## config.mk

```make
export PLATFORM = sky130hd
export DESIGN_NAME = fetch_stage
export DESIGN_NICKNAME = d
export VERILOG_FILES = /design/src/rtl/fetch_stage.sv
export SDC_FILE = /design/constraint.sdc
export NUM_CORES = 1
export LEC_CHECK = 0
export CORE_MARGIN = 2
export CORE_UTILIZATION = 26
export CTS_CLUSTER_SIZE = 16
export DETAILED_ROUTE_END_ITERATION = 8
export SETUP_SLACK_MARGIN = 0.05
export SLEW_MARGIN = 20
export SYNTH_ARGS = -nofsm -noshare
export SYNTH_HDL_FRONTEND = slang
export SYNTH_SLANG_ARGS = --single-unit
```

## constraint.sdc

```tcl
create_clock -name clk -period 6.91 [get_ports clk]
set_input_delay 1.0365 -clock clk [delete_from_list [all_inputs] [get_ports clk]]
set_output_delay 1.0365 -clock clk [all_outputs]
set_load 0.02 [all_outputs]
```

## src/rtl/fetch_stage.sv

```systemverilog
// ---------------------------------------------------------------------------
// fetch_stage -- instruction fetch stage with a BOOT/RUN/HALT controller.
//
// Holds the program counter and the IF/ID pipeline register. Each RUN cycle
// fetches the word at imem_addr into IF/ID. A taken branch, resolved from the
// IF/ID contents, redirects the PC on the next edge. A branch-to-self
// (B #0) halts the stage until reset.
//
// Build option:
//   FETCH_DELAY_SLOT_EN  defined   : the word fetched in the cycle a taken
//                                    branch is sampled still enters IF/ID
//                                    (one architectural delay slot).
//                        undefined : that word is squashed to a NOP bubble.
//
// Ports:
//   clk            in   rising-edge clock
//   reset          in   synchronous, active-high reset
//   stall          in   hazard hold: PC and IF/ID keep their values
//   br_taken       in   branch held in IF/ID resolved taken
//   uncond_br      in   1 = imm26 offset (B), 0 = imm19 offset (CBZ/B.cond)
//   br_reg         in   1 = target comes from br_target_reg (BR)
//   br_target_reg  in   forwarded register value for BR
//   imem_rdata     in   combinational instruction-memory data for imem_addr
//   imem_addr      out  current PC
//   instruction    out  IF/ID instruction
//   pc_d           out  IF/ID copy of the PC the instruction came from
//   valid_d        out  IF/ID holds a real (non-bubble) instruction
//   halted         out  stage is in HALT
// ---------------------------------------------------------------------------
module fetch_stage (
  input  logic        clk,
  input  logic        reset,
  input  logic        stall,
  input  logic        br_taken,
  input  logic        uncond_br,
  input  logic        br_reg,
  input  logic [63:0] br_target_reg,
  input  logic [31:0] imem_rdata,
  output logic [63:0] imem_addr,
  output logic [31:0] instruction,
  output logic [63:0] pc_d,
  output logic        valid_d,
  output logic        halted
);

  typedef enum logic [1:0] {
    ST_BOOT = 2'd0,
    ST_RUN  = 2'd1,
    ST_HALT = 2'd2
  } state_e;

  localparam logic [31:0] NOP = 32'h8B1F03FF;

`ifdef FETCH_DELAY_SLOT_EN
  localparam bit DELAY_SLOT = 1'b1;
`else
  localparam bit DELAY_SLOT = 1'b0;
`endif

  state_e      state_q, state_d;
  logic [63:0] fetch_pc_q, fetch_pc_d;
  logic [31:0] ifid_instr_q, ifid_instr_d;
  logic [63:0] ifid_pc_q, ifid_pc_d;
  logic        ifid_valid_q, ifid_valid_d;

  logic        branch_go;
  logic        halt_req;
  logic [63:0] br_offset;
  logic [63:0] br_target;

  // Branch resolution looks only at IF/ID; a stalled cycle ignores br_taken
  // so the same branch is simply re-evaluated once the stall clears.
  assign branch_go = (state_q == ST_RUN) && !stall && br_taken;

  // Sign-extended word offset, already scaled by 4.
  assign br_offset = uncond_br
                   ? {{36{ifid_instr_q[25]}}, ifid_instr_q[25:0], 2'b00}
                   : {{43{ifid_instr_q[23]}}, ifid_instr_q[23:5], 2'b00};

  assign br_target = br_reg ? br_target_reg : (ifid_pc_q + br_offset);

  // B #0 jumps to itself forever; treat it as the program's halt.
  assign halt_req = branch_go && uncond_br && !br_reg
                 && (ifid_instr_q[25:0] == 26'd0);

  // ---------------- FSM: state register ----------------
  // NOTE: clocked state uses non-blocking (<=) so every register samples the
  // pre-edge values; blocking here would create order-dependent races.
  always_ff @(posedge clk) begin
    if (reset) state_q <= ST_BOOT;
    else       state_q <= state_d;
  end

  // ---------------- FSM: next-state logic ----------------
  // NOTE: each combinational output gets a default before any branching, so
  // no path leaves it unassigned and no latch is inferred.
  always_comb begin
    state_d = state_q;
    unique case (state_q)
      ST_BOOT: state_d = ST_RUN;
      ST_RUN:  if (halt_req) state_d = ST_HALT;
      ST_HALT: state_d = ST_HALT;
      default: state_d = ST_BOOT;
    endcase
  end

  // ---------------- FSM: outputs ----------------
  always_comb begin
    halted = (state_q == ST_HALT);
  end

  // ---------------- PC and IF/ID next-state ----------------
  always_comb begin
    fetch_pc_d   = fetch_pc_q;
    ifid_instr_d = ifid_instr_q;
    ifid_pc_d    = ifid_pc_q;
    ifid_valid_d = ifid_valid_q;
    unique case (state_q)
      ST_RUN: begin
        if (!stall) begin
          if (br_taken) begin
            fetch_pc_d = br_target;
            if (DELAY_SLOT) begin
              ifid_instr_d = imem_rdata;
              ifid_pc_d    = fetch_pc_q;
              ifid_valid_d = 1'b1;
            end else begin
              ifid_instr_d = NOP;
              ifid_valid_d = 1'b0;
            end
          end else begin
            fetch_pc_d   = fetch_pc_q + 64'd4;  // wraps silently at 2^64
            ifid_instr_d = imem_rdata;
            ifid_pc_d    = fetch_pc_q;
            ifid_valid_d = 1'b1;
          end
        end
      end
      ST_HALT: begin
        ifid_instr_d = NOP;
        ifid_valid_d = 1'b0;
      end
      default: begin  // ST_BOOT
        fetch_pc_d   = 64'd0;
        ifid_instr_d = NOP;
        ifid_pc_d    = 64'd0;
        ifid_valid_d = 1'b0;
      end
    endcase
  end

  // ---------------- PC and IF/ID registers ----------------
  always_ff @(posedge clk) begin
    if (reset) begin
      fetch_pc_q   <= 64'd0;
      ifid_instr_q <= NOP;
      ifid_pc_q    <= 64'd0;
      ifid_valid_q <= 1'b0;
    end else begin
      fetch_pc_q   <= fetch_pc_d;
      ifid_instr_q <= ifid_instr_d;
      ifid_pc_q    <= ifid_pc_d;
      ifid_valid_q <= ifid_valid_d;
    end
  end

  assign imem_addr   = fetch_pc_q;
  assign instruction = ifid_instr_q;
  assign pc_d        = ifid_pc_q;
  assign valid_d     = ifid_valid_q;

endmodule

```

# Yosys cells after proc, flatten, opt, wreduce, memory -nomap -nowiden
# Index checks and enable logic that the tools add are counted.
# totals
output_inout_bits	162
reg_bits	163
inputBits	102
word_cells	38
# classes
eq_ne	5
n_reduce_logical	12
add_sub_neg	2
bitwise	2
n_mux	12
# op_table
operator	n
$mux W64	6
$pmux W64 S2	2
$add A64 B3 Y64 const B	1
$add A64 B64 Y64	1
$mux W32	1
$logic_not A26 Y1	1
$ne A2 B2 Y1 const B	3
$pmux W2 S3	1
$logic_and A1 B1 Y1	5
$reduce_and A3 Y1	1
$eq A2 B1 Y1 const B	1
$eq A2 B2 Y1 const B	1
$logic_not A1 Y1	2
$logic_not A2 Y1	1
$mux W2	1
$not A1 Y1	2
$reduce_and A2 Y1	1
$reduce_or A2 Y1	1
$mux W1	1

# Logic depth before layout (Yosys ltp)
# depth
word_depth	8
ltp_mapped	16
ltp_nobuf	14

# Least setup slack after synthesis
# OpenSTA, ideal clock, no wires.
# synth_path
path_type	input to register
start	input port uncond_br
end	register fetch_pc_q[60] (netlist: imem_addr[60])
t_arrival_ps	4676
setup_ps	121
path_buffers	2
cell_stages	15
path_slack_ps	2113
t_required_ps	6789
path_cell_list	clkbuf_1 > nand2b_1 > nand2_1 > ha_1 > buf_6 > and3_1 > and3_1 > a221oi_1 > o31a_1 > nand3_1 > a21o_1 > and4_1 > or3_1 > a21oi_1 > o21ai_1
# synth_between
elab_chain_cells	6
# synth_lines
element	line_no	text
start, declared	35	input logic uncond_br,
$mux W64	77	? {{36{ifid_instr_q[25]}}, ifid_instr_q[25:0], 2'b00}
$add A64 B64 Y64	80	assign br_target = br_reg ? br_target_reg : (ifid_pc_q + br_offset);
$mux W64	80	
$mux W64	121	if (br_taken) begin
$mux W64	120	if (!stall) begin
$pmux W64 S2	118	unique case (state_q)
end signal, assigned	160	fetch_pc_q <= fetch_pc_d;
end, declared	61	logic [63:0] fetch_pc_q, fetch_pc_d;
# No other way between the ends. The select of a mux whose other input is x is not followed.
# A chain may end at the register's enable or synchronous reset.

# Worst setup path in the final report
# layout_path
start	input port uncond_br
end	register fetch_pc_q[50] (netlist: imem_addr[50])
# Same word-level chain as after synthesis.

==> impl_metrics.csv <==
group,metric,value,unit
status,status,"completed",
layout,syn_to_final_growth,30.22,%
floorplanning,std_cell_rows,79,
sta,setup_viol,0,
synthesis,ys.flop_type,"dfxtp_1",
synthesis,ys_types,79,
critical_path,crit_fanout,24,
sta,slew_violations,0,
floorplanning,die-area,0.04869,mm2
synthesis,yosysTopAreaCell,"dfxtp_1",
layout,fin_util,0.3421,
clock_tree,root_buffer,"clkbuf_16",
critical_path,start_kind,"primary input",
sta,finalCriticalPeriod,4.793,ns
drt,drt_iter0_markers,1461,
drt,final_antenna_net_count,0,
sta,finalClockSkew,0.01494,ns
min_path,hold_start,"valid_d",
synthesis,synthArstFlopShare,0,
floorplanning,dieHeight,220.7,um
sta,slew_headroom,0.3360,
critical_path,cp.arrival,5.20,ns
floorplanning,initial_core_util,0.2627,
drt,wl_per_cell,23.68,um
floorplanning,core_area,0.04646,mm2
power,p_leak,5.966,nW
critical_path,crit_family,"compound AO/OA/AOI/OAI gates",
clock_tree,h-tree-depth,4,
layout,stdcell_count,2479,
sta,hold_viol_final,0,
placement,hpwl,43760,um
floorplanning,die_w,220.7,um
drt,viasPerCell,5.650,
clock_tree,cts_made_buffers,17,
clock_tree,insertion_delay,0.48,ns
critical_path,r2r_cells,14,
placement,dpl.cell_count,2448,
power,peakVddDrop,0.1454,mV
synthesis,syn_area,0.01220,mm2
floorplanning,ios,264,
synthesis,synth_most_common_cell,"nor2_1",
global_route,first_global_vias,13570,
global_route,grt_max_degree,67,
critical_path,r2r_end,"imem_addr[63]",
drt,drc,0,
sta,grt_setup_unrepaired,"false",
synthesis,synth_top_area_frac,0.2674,
drt,drtPass1Iterations,5,
layout,final_nets,2028,
clock_tree,clk_path_buf_depth,2,
synthesis,synthCells,1678,
synthesis,synth_edf_count,0,
sta,worst_slew_pin_slew,0.9924,ns
critical_path,crit_type,"in2reg",
synthesis,synthTopCellsByCount,"nor2_1 (210), nand2_1 (182), dfxtp_1 (163), a21oi_1 (132), o21ai_0 (124)",
clock_tree,cts_setup_buffers,0,
critical_path,crit_path_frequent_cell,"o21ai_1",
critical_path,cp_slowest_cell,"a211oi_1",
sta,hold_slack,0.4791,ns
critical_path,r2r-start,"instruction[23]",
synthesis,syn_nets,1846,
synthesis,synth.area.top_cells,"dfxtp_1 (27%), ha_1 (6.7%), nor2_1 (6.5%)",
global_route,overflow,0,
drt,dr_total_vias,14010,
critical_path,ff2ff_setup_slack,2.77,ns
clock_tree,cts_sinks,163,
critical_path,worst_ep_required_time,7.32,ns
job,maxCapViolations,0,
critical_path,crit_buf_inv,3,
layout,n_antenna_cell,0,
placement,port-buffer-count,263,
sta,fmax,208.7,MHz
clock_tree,cts.hold.buffers_added,0,
critical_path,cp_slowest_stage_delay,0.69,ns
power,powerDensity,216.4,mW/mm2
min_path,hold_end,"valid_d",
drt,routed_wl,58710,um
synthesis,seq_area_frac_synth,0.2674,
placement,gp_congestion,0.9404,
sta,tns,0,ns
clock_tree,tritoncts,"built",
layout,drive_above_1_share,0.05983,
synthesis,syn_area_per_cell,7.273,um2
global_route,grt_use_total,0.2381,
clock_tree,cts_resized,0,
min_path,holdPathStages,2,
critical_path,cp_cell_sequence,"clkdlybuf4s50_1 -> buf_4 -> mux2_2 -> ha_1 -> inv_1 -> fa_1 -> nor2b_1 -> o31a_1 -> a41o_1 -> o21ai_1 -> a211oi_1 -> o21ai_1 -> xnor2_1 -> o221ai_1 -> o22ai_1 -> o2bb2ai_1",
power,power,3.439,mW
global_route,grt_pass1_wl,86710,um
synthesis,yosysWarnings,0,
critical_path,cp-end-kind,"register",
clock_tree,clk_pin_slew,0.07,ns
sta,fin_crit_sh,0.6936,
min_path,hp-class,"reg2reg",
synthesis,ys_seq_elements,163,
global_route,antenna_found_initial,0,
==> cells in the final DEF, fill, tap and decap left out, types with 26 or more instances in the layout <==
| cell | synthesis | final |
|---|---|---|
| a21o_1 | 37 | 37 |
| a21oi_1 | 132 | 131 |
| a22oi_1 | 89 | 89 |
| buf_4 | 0 | 26 |
| clkdlybuf4s50_1 | 0 | 260 |
| dfxtp_1 | 163 | 163 |
| ha_1 | 65 | 65 |
| inv_1 | 43 | 43 |
| nand2_1 | 182 | 181 |
| nand3_1 | 49 | 49 |
| nand4_1 | 36 | 36 |
| nor2_1 | 210 | 207 |
| nor3_1 | 29 | 29 |
| o21ai_0 | 124 | 124 |
| xnor2_1 | 39 | 39 |
==> how the worst max path moves through the flow <==
| stage | startpoint | end | slack, ns | cells after the start |
|---|---|---|---|---|
| 2_1_floorplan | uncond_br | imem_addr[60] | 2.11 | 15 |
| 5_1_grt | uncond_br | imem_addr[52] | 1.83 | 13 |
| 4_1_cts | uncond_br | imem_addr[56] | 2.16 | 16 |
| 6_report | uncond_br | imem_addr[50] | 2.12 | 16 |
| 3_3_place_gp | uncond_br | imem_addr[63] | 1.73 | 14 |
| 3_5_place_dp | uncond_br | imem_addr[56] | 1.67 | 16 |
==> area by class of cell <==
cell class                      instances  area, um2
Fill cell                            4978      30560
Clock inverter                         11      126.4
Clock buffer                           20      466.7
Inverter                               43      161.4
Multi-Input combinational cell       1347       8308
Sequential cell                       163       3263
Tap cell                              607      759.5
Timing Repair Buffer                  288       2808
==> cell families (layout without fill, tap and decap cells) <==
group,Yosys count,after routing,share of synthesized area
mux,25,25,0.02225
simple gates,606,606,0.2308
fa+ha+maj,66,66,0.06828
buf+inv,168,362,0.05423
flops,163,163,0.2674
xor+xnor,58,58,0.04162
compound gates,592,592,0.3155
==> through the flow <==
step	area [um2]	worst slack, ns
after floorplan	12200	2.113
after global placement	15300	1.728
after detailed placement	15300	1.672
after CTS	15890	2.161
after global routing	15890	1.831
final	15890	2.117
==> registers in the layout (all words and copies together) (netlist names) <==
register / count
imem_addr: 64
pc_d: 64
instruction: 32
state_q: 2
valid_d: 1
==> report_power, final <==
part           switching, mW  leakage, nW  internal (mW)
logic                  0.880         4.36          0.426
clock network          0.449        0.293          0.560
registers              0.118         1.32           1.01
total                   1.45         5.97           1.99
==> layer usage <==
layer	part of all wire	vias to the layer above	global-route usage	routed length, um
met5	0	-	0	0
met4	0.029	0	0.07911	1720
met3	0.074	99	0.04838	4366
met2	0.47	680	0.3955	27470
met1	0.43	6699	0.3069	25150
li1	-	6529	-	-
==> tightest hold or removal path, cell delays in order (launching register included) <==
cell and delay, ns:
dfxtp_1 0.31, nand2_1 0.06, a21oi_1 0.06
Power figures use the tool's default switching activity.
